<file path="config.mk">
export PLATFORM = sky130hd
export DESIGN_NAME = octave_decimator_flat
export DESIGN_NICKNAME = d
export VERILOG_FILES = /design/src/rtl/octave_decimator_if.sv /design/src/rtl/octave_decimator.sv /design/src/flat_wrapper.sv
export SDC_FILE = /design/constraint.sdc
export NUM_CORES = 1
export LEC_CHECK = 0
export BUFFER_PORTS_ARGS = -buffer_cell sky130_fd_sc_hd__buf_2
export CAP_MARGIN = 20
export CORE_ASPECT_RATIO = 1.75
export CORE_MARGIN = 10
export CORE_UTILIZATION = 40
export DETAILED_ROUTE_END_ITERATION = 10
export HOLD_SLACK_MARGIN = 0.03
export PLACE_DENSITY = 0.56
export SETUP_SLACK_MARGIN = 0.05
export SLEW_MARGIN = 20
export SYNTH_ARGS = -nofsm -noshare
export SYNTH_HDL_FRONTEND = slang
export SYNTH_SLANG_ARGS = --single-unit
export TNS_END_PERCENT = 5
</file>
<file path="constraint.sdc">
create_clock -name clk -period 7.7 [get_ports clk]
set_input_delay 1.54 -clock clk [delete_from_list [all_inputs] [get_ports clk]]
set_output_delay 1.54 -clock clk [all_outputs]
set_load 0.01 [all_outputs]
</file>
<file path="src/rtl/octave_decimator_if.sv">
// Sample-in / decimated-set-out handshake bundle for octave_decimator.
interface octave_decimator_if #(
    parameter int N   = 16,
    parameter int OCT = 5
);
    logic signed [N-1:0]   inSample;
    logic                  inValid;
    logic                  inReady;
    logic [OCT*N-1:0]      octSamples;
    logic [OCT-1:0]        enableOctaves;
    logic                  sampleReady;
    logic                  writeSample;

    // Source/consumer side: ADC front end plus operation manager
    modport master (
        output inSample, inValid, writeSample,
        input  inReady, octSamples, enableOctaves, sampleReady
    );

    // Decimator side
    modport slave (
        input  inSample, inValid, writeSample,
        output inReady, octSamples, enableOctaves, sampleReady
    );
endinterface

</file>
<file path="src/rtl/octave_decimator.sv">
// Octave-band decimator: one octave per cycle, each octave averaging sample pairs
// from the octave below, then presents the updated set until acknowledged.
module octave_decimator #(
    parameter int N   = 16,
    parameter int OCT = 5
) (
    input  logic               clk,
    input  logic               rst,
    octave_decimator_if.slave  bus
);
    localparam int unsigned KW = (OCT > 1) ? $clog2(OCT) : 1;

    typedef enum logic [1:0] {IDLE, CASCADE, PRESENT} state_t;

    state_t                state_q, state_d;
    logic signed [N-1:0]   cur_q, cur_d;
    logic [KW-1:0]         k_q, k_d;
    logic signed [N-1:0]   hold_q [OCT];
    logic signed [N-1:0]   hold_d [OCT];
    logic [OCT-1:0]        phase_q, phase_d;
    logic [OCT*N-1:0]      oct_q, oct_d;
    logic [OCT-1:0]        en_q, en_d;
    logic                  rdy_q, rdy_d;

    // Floor average on an (N+1)-bit sum, so the result always fits in N bits
    function automatic logic signed [N-1:0] avg(input logic signed [N-1:0] a,
                                                 input logic signed [N-1:0] b);
        logic signed [N:0] sum;
        sum = {a[N-1], a} + {b[N-1], b};
        return sum[N:1];
    endfunction

    // Next-state and datapath
    always_comb begin
        state_d = state_q;
        cur_d   = cur_q;
        k_d     = k_q;
        hold_d  = hold_q;
        phase_d = phase_q;
        oct_d   = oct_q;
        en_d    = en_q;
        rdy_d   = rdy_q;
        case (state_q)
            IDLE: begin
                if (bus.inValid) begin
                    cur_d   = bus.inSample;
                    k_d     = '0;
                    en_d    = '0;
                    state_d = CASCADE;
                end
            end
            CASCADE: begin
                oct_d[int'(k_q)*N +: N] = cur_q;
                en_d[k_q]               = 1'b1;
                if (k_q == KW'(OCT - 1)) begin
                    state_d = PRESENT;
                    rdy_d   = 1'b1;
                end else if (!phase_q[k_q]) begin
                    // First of a pair: park it and stop climbing
                    hold_d[k_q]  = cur_q;
                    phase_d[k_q] = 1'b1;
                    state_d      = PRESENT;
                    rdy_d        = 1'b1;
                end else begin
                    cur_d        = avg(hold_q[k_q], cur_q);
                    phase_d[k_q] = 1'b0;
                    k_d          = k_q + KW'(1);
                end
            end
            PRESENT: begin
                if (bus.writeSample) begin
                    rdy_d   = 1'b0;
                    state_d = IDLE;
                end
            end
            default: state_d = IDLE;
        endcase
    end

    // State register
    always_ff @(posedge clk or negedge rst) begin
        if (!rst) begin
            state_q <= IDLE;
            cur_q   <= '0;
            k_q     <= '0;
            hold_q  <= '{default: '0};
            phase_q <= '0;
            oct_q   <= '0;
            en_q    <= '0;
            rdy_q   <= 1'b0;
        end else begin
            state_q <= state_d;
            cur_q   <= cur_d;
            k_q     <= k_d;
            hold_q  <= hold_d;
            phase_q <= phase_d;
            oct_q   <= oct_d;
            en_q    <= en_d;
            rdy_q   <= rdy_d;
        end
    end

    assign bus.inReady       = (state_q == IDLE);
    assign bus.octSamples    = oct_q;
    assign bus.enableOctaves = en_q;
    assign bus.sampleReady   = rdy_q;

endmodule

</file>
<file path="src/flat_wrapper.sv">
// flat-port wrapper written by rule: the top's interface ports become plain ports
module octave_decimator_flat 
#(
    parameter int N   = 16,
    parameter int OCT = 5
)
  (clk, rst, bus_inSample, bus_inValid, bus_writeSample, bus_inReady, bus_octSamples, bus_enableOctaves, bus_sampleReady);
  octave_decimator_if #(.N(N), .OCT(OCT)) bus_i ();
  input  logic clk;
  input  logic rst;
  input wire logic [$bits(bus_i.inSample)-1:0] bus_inSample;
  input wire logic [$bits(bus_i.inValid)-1:0] bus_inValid;
  input wire logic [$bits(bus_i.writeSample)-1:0] bus_writeSample;
  output wire logic [$bits(bus_i.inReady)-1:0] bus_inReady;
  output wire logic [$bits(bus_i.octSamples)-1:0] bus_octSamples;
  output wire logic [$bits(bus_i.enableOctaves)-1:0] bus_enableOctaves;
  output wire logic [$bits(bus_i.sampleReady)-1:0] bus_sampleReady;
  assign bus_i.inSample = bus_inSample;
  assign bus_i.inValid = bus_inValid;
  assign bus_i.writeSample = bus_writeSample;
  assign bus_inReady = bus_i.inReady;
  assign bus_octSamples = bus_i.octSamples;
  assign bus_enableOctaves = bus_i.enableOctaves;
  assign bus_sampleReady = bus_i.sampleReady;
  octave_decimator #(.N(N), .OCT(OCT)) u_core (.clk(clk), .rst(rst), .bus(bus_i));
endmodule
</file>
-- Word-level counts from Yosys, hierarchy flattened
Cells that the tools add are included.
- logic and storage cells: 78
- flip-flop bits (word level): 192
- bits of input ports: 20
- shifts and indexed selects: 2
- multiplexer cells: 31
- bitwise logic cells: 7
- eq/ne operators: 8
- $add $sub $neg: 3
- reductions and logical operators: 11
- magnitude comparators: 4
- operator list (operator ; count):
    bitwise mux 80 bit ; 2
    2-to-1 mux 16 bit ; 6
    variable shift 16 x 33 -> 80 bit, first input constant ; 1
    indexed part select 16 x 33 -> 80 bit ; 1
    binary-select mux 16 bit (select 3 bit) ; 1
    demux 16 bit (select 3 bit) ; 1
    negation 7 -> 33 bit ; 1
    one-hot mux 16 bit (2 select lines) ; 1
    adder 16 x 16 -> 17 bit ; 1
    2-to-1 mux 5 bit ; 2
    OR 5 bit ; 2
    one-hot mux 5 bit (2 select lines) ; 1
    2-to-1 mux 3 bit ; 3
    AND reduction 3 bit ; 3
    2-to-1 mux 2 bit ; 4
    != test 2 bit, second input constant ; 3
    one-hot mux 2 bit (3 select lines) ; 1
    one-hot mux 3 bit (2 select lines) ; 1
    AND 5 bit ; 1
    2-to-1 mux 1 bit ; 5
    NOT 5 bit ; 1
    greater-or-equal comparator 4 bit, second input constant ; 1
    less-than comparator 3 x 4 -> 1 bit, second input constant ; 1
    less-than comparator 4 x 1 -> 1 bit, second input constant ; 1
    17 further kinds ; 21

-- Longest topological paths before layout
- depth in word-level cells: 8
- mapped depth: 15

-- Worst setup path before layout
Ideal clock, no wire load.
- kind: flip-flop to flip-flop
- start point: register u_core.k_q[0]
- end point: register u_core.cur_q[9]
- clock period less this slack: 3.451 ns
- arrival time: 3.318 ns
- path slack: 4.249 ns
- data required time: 7.567 ns
- stages on the path, launching flop included: 14
- path through: dfrtp_1 buf_6 buf_6 buf_2 clkbuf_1 clkbuf_1 o22ai_1 ha_1 a21o_1 a21o_1 or2_2 a2111oi_0 or3b_1 nand4_1
- longest elaborated chain between the ends: 8
- elaborated cells on any way between the ends: 14
- those cells by class: 1 x add/sub; 3 x eq/ne; 8 x mux; 1 x bitwise; 1 x reduce/logical
- RTL lines (item ; RTL line ; RTL):
    start: declaration ; octave_decimator.sv:17 ; logic [KW-1:0] k_q, k_d;
    start signal: assignment ; octave_decimator.sv:94 ; k_q <= k_d;
    NOT 3 -> 4 bit (not written as such) ; octave_decimator.sv:65 ; cur_d = avg(hold_q[k_q], cur_q);
    binary-select mux 16 bit (select 3 bit) ; octave_decimator.sv:65 ;
    2-to-1 mux 16 bit (not written as such) (2 in series) ; octave_decimator.sv:65 ;
    adder 16 x 16 -> 17 bit ; octave_decimator.sv:29 ; sum = {a[N-1], a} + {b[N-1], b};
    2-to-1 mux 16 bit ; octave_decimator.sv:58 ; end else if (!phase_q[k_q]) begin
    2-to-1 mux 16 bit ; octave_decimator.sv:55 ; if (k_q == KW'(OCT - 1)) begin
    one-hot mux 16 bit (2 select lines) ; octave_decimator.sv:43 ; case (state_q)
    end signal: assignment ; octave_decimator.sv:93 ; cur_q <= cur_d;
    end: declaration ; octave_decimator.sv:16 ; logic signed [N-1:0] cur_q, cur_d;
Several ways; a longest one is shown, not always the timed one. The select of a mux whose other input is x is not followed.
A chain may end at the register's enable or synchronous reset.

-- Final worst setup path
- start point: register u_core.k_q[0]
- end point: register u_core.cur_q[13]
The elaborated chain is that of the path after synthesis.

==> flow_summary.toml <==
[outcome]
status = "finished, final reports clean"

[floorplanning]
io_pins = 107
die_w_um = 134
initial_core_util_pct = 40.7
die_h_um = 219
die-area_sq_um = 29200
rows = 72
coreArea_sq_um = 22200

[synth]
synth_xor_area_share_pct = 0.874
synth-seq-cells = 192
async_flop_share_pct = 100
syn_avg_cell_area_sq_um = 12.2
synth_fa_ha_area_share_pct = 3.27
yosys_warnings = 0
synthSimpleGateAreaFrac_pct = 7.92
synth_compound_area_share_pct = 9.42
synth-edff-count = 0
netlist_area_sq_um = 9020
synth_fp_nets = 783
synth_mux_area_share_pct = 22.2
synth_top_family_by_area = "multiplexers"
synth.distinct_cells = 64
synth_cells = 740
synth_seq_area_share_pct = 53.3
synth_ff_type = "dfrtp_1"

[pwr]
max-vdd-ir-drop_v = 0.000189
total_power_mw = 4.59
clockPowerShare_pct = 20.3
sw_frac_of_total_pct = 40.5
combPwrFrac_pct = 42.8
p_seq_share_pct = 36.9
p_int_mw = 2.73
power_leakage_nw = 5.10
powerDensity_nw_per_um2 = 441
p_switching_mw = 1.86

[layout]
fin_cells = 1135
final_common_cell = "dfrtp_1"
final_cell_mix = "dfrtp_1, mux2_2, buf_2"
regArea_sq_um = 4800
drive_above_1_share_pct = 37.2
multi_input_comb_area_sq_um = 3970
diodes = 0
area_growth_pct = 15.4
num-nets-final = 869
final_core_util_pct = 47.0
fin_area_sq_um = 10400
fillers = 2114

[timing]
period_needed_ns = 4.15
slew_viol_final = 0
fin_ws_ns = 3.55
rsz0062_at_grt = "no"
slew_headroom_pct = 27.8
skew_ns = 0.0139
fin_setup_tns_ns = 0
holdWs_ns = 0.484
fin_crit_sh_pct = 54.0
tightestPinTransition_ns = 1.08
finalHoldViolCount = 0
fmax_mhz = 241
setup_viol = 0

[route]
drcViolationCount = 0
drt_iter0_markers = 521
routed_wl_um = 24700
drt_pass1_iterations = 5
num_vias = 6149
final_antenna_net_count = 0
wl_per_cell_um = 21.7
vias_per_cell = 5.42

[job]
drv_cap = 0

[setup_path]
rr_startpoint = "u_core.k_q[0]"
crit_type = "reg -> reg"
cp_max_fo = 42
cp.arrival_ns = 4.47
worstSetupStartpoint = "u_core.k_q[0]"
startpoint_type = "flop"
cp.required_ns = 8.02
cp-end-kind = "flop"

[global_routing]
grt_pass1_vias = 6617
grt_max_degree = 113
antenna_found_initial = 0
grt_pass1_wl_um = 38900
grt_util_all_layers_pct = 17.0
gr-total-overflow = 0

[clock_tree]
cts_setup_buffers = 0
cts_made_buffers = 17
h-tree-depth = 4
post_cts_resized = 0
cts_tree = "built"
clkSinkCount = 192
clk_latency_ns = 0.44
ctsRootBufferMaster = "clkbuf_16"
clock_path_buffers = 2
holdBufCountCts = 0
clk_pin_slew_worst_paths_ns = 0.07

[min_path]
min_path_type = "reg -> reg"
min-delay-start = "u_core.bus.octSamples[0]"

[place]
place_area_sq_um = 9790
dpl.hpwl_um = 17500
dp_cells = 1103
port_buffers = 106
pre_cts_ws_ns = 3.58
gp_congestion = 0.949
cells by family (layout without fill, tap and decap cells):
family	count (synthesis)	after routing
adder cells (fa/ha/maj)	23	23
XOR/XNOR	9	9
AND/OR/NAND/NOR	150	150
buffers and inverters	63	162
multiplexers	174	174
AO/OA/AOI/OAI	129	129
flip-flops	192	192
synth_stat cells (8+ instances only):
| cell type | instances | area share [%] |
|---|---|---|
| o21ai_0 | 28 | 1.6 |
| a22oi_1 | 8 | 0.67 |
| inv_1 | 17 | 0.71 |
| dfrtp_1 | 192 | 53 |
| nor2_1 | 39 | 1.6 |
| clkbuf_1 | 28 | 1.2 |
| ha_1 | 22 | 3.1 |
| mux2i_1 | 18 | 2.0 |
| nand3_1 | 16 | 0.89 |
| o22ai_1 | 8 | 0.55 |
| nand2_1 | 53 | 2.2 |
| mux2_2 | 145 | 18 |
| buf_2 | 13 | 0.72 |
| a21oi_1 | 33 | 1.8 |
| a31oi_1 | 10 | 0.69 |
critical path: stages (launching register included):
cell and delay [ns]:
dfrtp_1 0.32, buf_4 0.48, inv_1 0.26, nor2_1 0.50
nand2_1 0.09, o21ai_0 0.10, a21oi_1 0.13, fa_1 0.46
nand2b_1 0.19, a211oi_1 0.47, o21ai_0 0.26, a41o_1 0.32
xnor2_1 0.13, a221o_1 0.29
flip-flops by register name (all words and copies together) (netlist names), named ones only:
register / flops
u_core.bus.sampleReady: 1
u_core.bus.enableOctaves: 5
u_core.hold_q: 80
u_core.bus.octSamples: 80
u_core.state_q: 2
u_core.cur_q: 16
u_core.k_q: 3
path summary, 6_finish.rpt:
path                                             endpoint  slack (ns)  depth (start not counted)
worst max register to register           u_core.cur_q[13]        3.55                         13
max in group asynchronous               u_core.hold_q[39]        5.12                          2
worst min-delay path             u_core.bus.octSamples[0]        0.48                          2
worst min register to register   u_core.bus.octSamples[0]        0.48                          2
min in group asynchronous       u_core.bus.octSamples[57]        1.23                          1
worst max-delay path                     u_core.cur_q[13]        3.55                         13
power by group through the flow:
| stage | Sequential [mW] | Clock [mW] | Combinational [mW] |
|---|---|---|---|
| 2_1_floorplan | 1.60 | 0 | 1.41 |
| 3_3_place_gp | 1.69 | 0 | 1.93 |
| 3_5_place_dp | 1.71 | 0 | 1.97 |
| 4_1_cts | 1.69 | 0.956 | 1.98 |
| 5_1_grt | 1.74 | 1.00 | 2.17 |
| 6_report | 1.69 | 0.932 | 1.96 |
routing by layer:
| metal | vias to the layer above | wire [um] | track usage (%) |
|---|---|---|---|
| met4 | 0 | 515 | 6.12 |
| met3 | 24 | 953 | 3.61 |
| met1 | 3125 | 9960 | 19.2 |
| met2 | 143 | 13200 | 30.8 |
| li1 | 2857 | - | - |
| met5 | - | 0 | 0 |
layout make-up:
class / count / area share [%]
Sequential cell: 192 / 46.1
Inverter: 17 / 0.613
Clock inverter: 13 / 1.67
Clock buffer: 19 / 4.25
Multi-Input combinational cell: 485 / 38.1
Timing Repair Buffer: 113 / 5.72
Tap cell: 296 / 3.56
No activity file was read; power rests on OpenSTA's default activity.
